## src/rtl/mem_wb_stage.sv

```systemverilog
// mem_wb_stage: MEM and WB pipeline stages of the integer core.
//
// Holds the EX/MEM and MEM/WB pipeline registers. It drives the data-memory
// request/ready handshake, which has a bounded wait and an abort on timeout.
// It also aligns and extends load data and builds the byte lanes for stores.
//
// Ports:
//   clk, reset             rising-edge clock, asynchronous active-high reset
//   *_ex                   instruction leaving EX (result/address, store data,
//                          destination, control bits, funct3, flush)
//   dmem_*                 data-memory request (req/we/addr/wdata/wstrb) and
//                          response (rdata/ready)
//   ALUResult_mem, rdAddr_mem, RegWrite_mem
//                          EX/MEM forwarding sources
//   RegWriteData_wb, rdAddr_wb, RegWrite_wb
//                          MEM/WB forwarding sources and register-file write
//   stall_mem              freezes IF/ID/EX and EX/MEM while an access is pending
//   mem_err                one-cycle pulse when an access is aborted on timeout
module mem_wb_stage #(
  parameter int unsigned TIMEOUT = 16
) (
  input  logic        clk,
  input  logic        reset,
  input  logic [31:0] ALUResult_ex,
  input  logic [31:0] MemWriteData_ex,
  input  logic [4:0]  rdAddr_ex,
  input  logic        RegWrite_ex,
  input  logic        MemRead_ex,
  input  logic        MemWrite_ex,
  input  logic        MemtoReg_ex,
  input  logic [2:0]  funct3_ex,
  input  logic        flush_ex,
  output logic        dmem_req,
  output logic        dmem_we,
  output logic [31:0] dmem_addr,
  output logic [31:0] dmem_wdata,
  output logic [3:0]  dmem_wstrb,
  input  logic [31:0] dmem_rdata,
  input  logic        dmem_ready,
  output logic [31:0] ALUResult_mem,
  output logic [4:0]  rdAddr_mem,
  output logic        RegWrite_mem,
  output logic [31:0] RegWriteData_wb,
  output logic [4:0]  rdAddr_wb,
  output logic        RegWrite_wb,
  output logic        stall_mem,
  output logic        mem_err
);

  typedef enum logic [1:0] {
    ST_IDLE  = 2'd0,
    ST_WAIT  = 2'd1,
    ST_ABORT = 2'd2
  } state_t;

  localparam logic [7:0] TIMEOUT_C = 8'(TIMEOUT);

  // Picks the addressed byte/half out of the read word and extends it.
  function automatic logic [31:0] load_extract(input logic [2:0]  f3,
                                               input logic [1:0]  off,
                                               input logic [31:0] word);
    logic [7:0]  b;
    logic [15:0] h;
    logic [31:0] r;
    case (off)
      2'd0:    b = word[7:0];
      2'd1:    b = word[15:8];
      2'd2:    b = word[23:16];
      default: b = word[31:24];
    endcase
    h = off[1] ? word[31:16] : word[15:0];
    case (f3)
      3'b000:  r = {{24{b[7]}}, b};
      3'b001:  r = {{16{h[15]}}, h};
      3'b100:  r = {24'd0, b};
      3'b101:  r = {16'd0, h};
      default: r = word;
    endcase
    return r;
  endfunction

  // State and counter
  state_t      state_q, state_d;
  logic [7:0]  cnt_q, cnt_d;

  // EX/MEM register
  logic [31:0] alu_mem_q, alu_mem_d;
  logic [31:0] wdata_mem_q, wdata_mem_d;
  logic [4:0]  rd_mem_q, rd_mem_d;
  logic        rw_mem_q, rw_mem_d;
  logic        mr_mem_q, mr_mem_d;
  logic        mw_mem_q, mw_mem_d;
  logic        m2r_mem_q, m2r_mem_d;
  logic [2:0]  f3_mem_q, f3_mem_d;

  // MEM/WB register
  logic [31:0] alu_wb_q, alu_wb_d;
  logic [31:0] ld_wb_q, ld_wb_d;
  logic [4:0]  rd_wb_q, rd_wb_d;
  logic        rw_wb_q, rw_wb_d;
  logic        m2r_wb_q, m2r_wb_d;

  logic        mem_op;
  logic        stall;
  logic        aborting;

  assign mem_op   = mr_mem_q | mw_mem_q;
  assign aborting = (state_q == ST_ABORT);

  // FSM state and wait-counter register
  always_ff @(posedge clk or posedge reset) begin
    if (reset) begin
      state_q <= ST_IDLE;
      cnt_q   <= 8'd0;
    end else begin
      state_q <= state_d;
      cnt_q   <= cnt_d;
    end
  end

  // FSM next state; ready is tested before the timeout so it wins a tie
  always_comb begin
    state_d = state_q;
    cnt_d   = cnt_q;
    case (state_q)
      ST_IDLE: begin
        if (mem_op && !dmem_ready) begin
          state_d = ST_WAIT;
          cnt_d   = 8'd1;
        end else begin
          state_d = ST_IDLE;
          cnt_d   = 8'd0;
        end
      end
      ST_WAIT: begin
        if (dmem_ready) begin
          state_d = ST_IDLE;
          cnt_d   = 8'd0;
        end else if (cnt_q == TIMEOUT_C) begin
          state_d = ST_ABORT;
          cnt_d   = 8'd0;
        end else begin
          state_d = ST_WAIT;
          cnt_d   = cnt_q + 8'd1;
        end
      end
      ST_ABORT: begin
        state_d = ST_IDLE;
        cnt_d   = 8'd0;
      end
      default: begin
        state_d = ST_IDLE;
        cnt_d   = 8'd0;
      end
    endcase
  end

  // FSM outputs: request, stall and error pulse
  always_comb begin
    dmem_req = 1'b0;
    stall    = 1'b0;
    mem_err  = 1'b0;
    case (state_q)
      ST_IDLE, ST_WAIT: begin
        dmem_req = mem_op;
        stall    = mem_op & ~dmem_ready;
      end
      ST_ABORT: begin
        mem_err = 1'b1;
      end
      default: begin
        dmem_req = 1'b0;
      end
    endcase
  end

  assign stall_mem = stall;

  // Store lane generation from the low address bits and access width
  always_comb begin
    dmem_wstrb = 4'b0000;
    dmem_wdata = wdata_mem_q;
    case (f3_mem_q[1:0])
      2'b00: begin
        dmem_wstrb = 4'b0001 << alu_mem_q[1:0];
        dmem_wdata = {4{wdata_mem_q[7:0]}};
      end
      2'b01: begin
        dmem_wstrb = alu_mem_q[1] ? 4'b1100 : 4'b0011;
        dmem_wdata = {2{wdata_mem_q[15:0]}};
      end
      default: begin
        dmem_wstrb = 4'b1111;
        dmem_wdata = wdata_mem_q;
      end
    endcase
    if (!mw_mem_q) begin
      dmem_wstrb = 4'b0000;
    end else begin
      dmem_wstrb = dmem_wstrb;
    end
  end

  assign dmem_we   = mw_mem_q;
  assign dmem_addr = {alu_mem_q[31:2], 2'b00};

  // EX/MEM next value: hold on stall, bubble on flush, else load
  always_comb begin
    alu_mem_d   = alu_mem_q;
    wdata_mem_d = wdata_mem_q;
    rd_mem_d    = rd_mem_q;
    rw_mem_d    = rw_mem_q;
    mr_mem_d    = mr_mem_q;
    mw_mem_d    = mw_mem_q;
    m2r_mem_d   = m2r_mem_q;
    f3_mem_d    = f3_mem_q;
    if (!stall) begin
      alu_mem_d   = ALUResult_ex;
      wdata_mem_d = MemWriteData_ex;
      rd_mem_d    = rdAddr_ex;
      m2r_mem_d   = MemtoReg_ex;
      f3_mem_d    = funct3_ex;
      if (flush_ex) begin
        rw_mem_d = 1'b0;
        mr_mem_d = 1'b0;
        mw_mem_d = 1'b0;
      end else begin
        rw_mem_d = RegWrite_ex;
        mr_mem_d = MemRead_ex;
        mw_mem_d = MemWrite_ex;
      end
    end else begin
      alu_mem_d = alu_mem_q;
    end
  end

  // EX/MEM register
  always_ff @(posedge clk or posedge reset) begin
    if (reset) begin
      alu_mem_q   <= 32'd0;
      wdata_mem_q <= 32'd0;
      rd_mem_q    <= 5'd0;
      rw_mem_q    <= 1'b0;
      mr_mem_q    <= 1'b0;
      mw_mem_q    <= 1'b0;
      m2r_mem_q   <= 1'b0;
      f3_mem_q    <= 3'd0;
    end else begin
      alu_mem_q   <= alu_mem_d;
      wdata_mem_q <= wdata_mem_d;
      rd_mem_q    <= rd_mem_d;
      rw_mem_q    <= rw_mem_d;
      mr_mem_q    <= mr_mem_d;
      mw_mem_q    <= mw_mem_d;
      m2r_mem_q   <= m2r_mem_d;
      f3_mem_q    <= f3_mem_d;
    end
  end

  // MEM/WB next value: a stalled or aborted access retires as a bubble
  always_comb begin
    alu_wb_d = alu_mem_q;
    ld_wb_d  = load_extract(f3_mem_q, alu_mem_q[1:0], dmem_rdata);
    rd_wb_d  = rd_mem_q;
    m2r_wb_d = m2r_mem_q;
    if (stall || aborting) begin
      rw_wb_d = 1'b0;
    end else begin
      rw_wb_d = rw_mem_q;
    end
  end

  // MEM/WB register
  always_ff @(posedge clk or posedge reset) begin
    if (reset) begin
      alu_wb_q <= 32'd0;
      ld_wb_q  <= 32'd0;
      rd_wb_q  <= 5'd0;
      rw_wb_q  <= 1'b0;
      m2r_wb_q <= 1'b0;
    end else begin
      alu_wb_q <= alu_wb_d;
      ld_wb_q  <= ld_wb_d;
      rd_wb_q  <= rd_wb_d;
      rw_wb_q  <= rw_wb_d;
      m2r_wb_q <= m2r_wb_d;
    end
  end

  // x0 is never a forwarding source nor a write target
  assign ALUResult_mem   = alu_mem_q;
  assign rdAddr_mem      = rd_mem_q;
  assign RegWrite_mem    = rw_mem_q & (rd_mem_q != 5'd0);
  assign rdAddr_wb       = rd_wb_q;
  assign RegWrite_wb     = rw_wb_q & (rd_wb_q != 5'd0);
  assign RegWriteData_wb = m2r_wb_q ? ld_wb_q : alu_wb_q;

endmodule

```

## config.mk

```make
export PLATFORM = sky130hd
export DESIGN_NAME = mem_wb_stage
export DESIGN_NICKNAME = d
export VERILOG_FILES = /design/src/rtl/mem_wb_stage.sv
export SDC_FILE = /design/constraint.sdc
export NUM_CORES = 1
export LEC_CHECK = 0
export BUFFER_PORTS_ARGS = -buffer_cell sky130_fd_sc_hd__buf_4
export CORE_UTILIZATION = 54
export CTS_CLUSTER_DIAMETER = 60
export DETAILED_ROUTE_END_ITERATION = 10
export PLACE_DENSITY_LB_ADDON = 0.15
export REMOVE_ABC_BUFFERS = 1
export SLEW_MARGIN = 20
export SYNTH_ARGS = -nofsm -noshare
export SYNTH_HDL_FRONTEND = slang
export SYNTH_SLANG_ARGS = --single-unit
```

## constraint.sdc

```tcl
create_clock -name clk -period 9.79 [get_ports clk]
set_input_delay 1.958 -clock clk [delete_from_list [all_inputs] [get_ports clk]]
set_output_delay 1.958 -clock clk [all_outputs]
set_load 0.005 [all_outputs]
```

==> results.txt <==
Xor/xnor share of the synthesized area: 0.003665
Post-Syn Area: 7169 µm²
R2R Setup Slk: 7.49 ns
Ys async rst share: 1.000
Setup crit start kind: input pin
RR Endpoint: ALUResult_mem[25]
# resized after CTS: 0
PD cells: 191.6 nW/µm²
Nets: 867
Min Tclk post-route: 5.468 ns
Setup crit end kind: output port
Pins over their slew limit: 0
Worst Path Max Fanout: 48
Status: complete, no violations
IO Count: 260
Die Y: 117.2 µm
Critical path class: in2out
# fillers: 860
Clock root cell: clkbuf_16
Initial antenna violation count: 0
Register bit count reported by yosys: 157
GRT overflow: 0
Area after DPL: 8881 µm²
Core Rows: 41
Fin area: 9502 µm²
Drt wl/cell: 18.40 µm
Post-CTS Setup Bufs: 0
Initial core utilization: 0.5613
Post-synthesis simple-gate area fraction: 0.06265
Buffers on Ports: 257
Crit path arrival time: 3.51 ns
CTS clock-pin slew for the worst setup and hold paths: 0.06 ns
Total power: 1.820 mW
Num CTS Buffers: 17
Commonest cells in the synthesized netlist: dfrtp_1, mux2_2, buf_4
Synth area leader: dfrtp_1
Worst slew margin: 0.3795
Die Area: 13740 µm²
Final Routed Wirelength: 17.26 mm
Synth Area per Inst: 13.23 µm²
H-Tree Depth: 4
Placer congestion estimate: 0.8035
P_leak: 4.495 nW
Sink Count: 157
Worst EP required: 7.83 ns
Clock skew: 0.007137 ns
GRT Util Overall: 0.2603
Vias in the first global route: 5170
RSZ-0062 raised after global routing: no
Final Cycle Share: 0.5585
Longest Clk Path Bufs: 2
Post-DP HPWL: 11.81 mm
Largest net degree at the start of global routing: 82
Mapped Cells: 542
Synth top area share: 0.5480
Share of cells above drive strength 1: 0.5614
Compound-gate portion of the synthesized area: 0.06422
Core Area: 12770 µm²
Final setup vio count: 0
DR vias: 5039
Layout area overhead: 32.53%
Maximum clock rate: 182.9 MHz
Largest family of logic cells by synthesized area: multiplexers
# diodes: 0
VDD IR max: 0.1407 mV
Worst reg2reg path startpoint: dmem_we
Max cap viols: 0
Hold buffer count at cts: 0
Prevailing post-synth register cell: dfrtp_1
Worst min path class: reg2reg
Post-Synth Adder-Cell Area: 0.003490
Slew @ Worst Pin: 0.9279 ns
Iter 0 DRT Violations: 348
Reg2reg path depth: 5
Critical Path Start: dmem_ready
Synth unique cells: 41
Pre-antenna DRT Iters: 4
Post-route antenna net violation count: 0
Hold Fails Final Rpt: 0
Post-synthesis sequential area ratio: 0.5480
Die Width: 117.2 µm
TNS Setup: 0 ns
Routed vias/inst: 5.372
Count leader, synth: dfrtp_1
Mux share of post-synthesis cell area: 0.2462
CP Capture Point: stall_mem
CTS tree: yes
Worst skew pair latency: 0.42 ns
DRC viols: 0
Global-route wire length before repair: 26.28 mm
Synth area leaders: dfrtp_1, mux2_2, mux2_4, buf_4, mux2i_1
Post-synth EDFFs: 0
Synth warn: 0
==> critical path, stage by stage <==
cell,delay [ns]
buf_4,0.11
or3_4,0.67
clkinv_1,0.11
buf_4,0.42
buf_4,0.20
==> how the worst min path moves through the flow <==
stage	start	end	slack [ns]	cells after the start
after floorplan	m2r_mem_q	m2r_wb_q	0.35	0
after detailed placement	m2r_mem_q	m2r_wb_q	0.37	0
after CTS	m2r_mem_q	m2r_wb_q	0.38	0
after global placement	m2r_mem_q	m2r_wb_q	0.36	0
final	m2r_mem_q	m2r_wb_q	0.38	0
after global routing	m2r_mem_q	m2r_wb_q	0.39	0
==> sequential cells by signal (all words and copies together), names as in the netlist <==
register and cells:
ALUResult_mem 32, alu_wb_q 32, ld_wb_q 32, wdata_mem_q 32, cnt_q 8, rdAddr_mem 5, rdAddr_wb 5, f3_mem_q 3
state_q 2, dmem_we 1, m2r_mem_q 1, m2r_wb_q 1, mr_mem_q 1, rw_mem_q 1, rw_wb_q 1
==> cell families after synthesis <==
| logic type | Yosys count |
|---|---|
| other cells | 1 |
| buf+inv | 81 |
| compound gates | 66 |
| fa+ha+maj | 2 |
| xor+xnor | 3 |
| mux | 150 |
| simple gates | 82 |
| flops | 157 |
==> metal layers <==
metal	vias to the layer above	GRT usage	share of wire
met1	2504	0.3017	0.38
li1	2291	-	-
met4	0	0.09198	0.017
met2	219	0.4482	0.52
met5	-	0	0
met3	25	0.09011	0.081
==> report_power, final <==
group          total [mW]  internal (mW)  switching [mW]
Clock               0.637          0.386           0.251
Sequential          0.779          0.725          0.0539
Combinational       0.404          0.243           0.161
==> cells in the final DEF, fill, tap and decap left out, types with 5 or more instances in the layout <==
master / n
mux2_2: 99
o221ai_1: 8
a22oi_1: 8
nor2b_1: 32
clkbuf_16: 17
dfrtp_1: 156
inv_1: 6
nor2_1: 12
o22ai_1: 17
mux2i_1: 23
nand2_1: 18
nand3_1: 5
mux2_4: 28
a21oi_1: 5
o22a_1: 7
buf_4: 262
o21ai_0: 13
clkinvlp_4: 5
==> through the flow <==
| step | setup WS [ns] | util | hold slack (ns) | std cells |
|---|---|---|---|---|
| 2_1_floorplan | 3.597 | - | 0.3486 | 470 |
| 3_3_place_gp | 4.341 | 0.6953 | 0.3562 | 904 |
| 3_5_place_dp | 4.324 | 0.6953 | 0.3667 | 904 |
| 4_1_cts | 4.311 | 0.7405 | 0.3799 | 936 |
| 5_1_grt | 4.249 | 0.7439 | 0.3870 | 938 |
| 6_report | 4.322 | 0.7439 | 0.3794 | 938 |
==> final cells by class <==
| cell class | count | area (µm²) | share of cell area |
|---|---|---|---|
| Timing Repair Buffer | 264 | 2009 | 0.2115 |
| Multi-Input combinational cell | 305 | 2734 | 0.2877 |
| Clock inverter | 11 | 117.6 | 0.01238 |
| Sequential cell | 157 | 3930 | 0.4136 |
| Clock buffer | 21 | 460.4 | 0.04846 |
| Tap cell | 172 | 215.2 | 0.02265 |
| Inverter | 8 | 35.03 | 0.003687 |
Note: power is estimated with default switching activity, not from simulation.
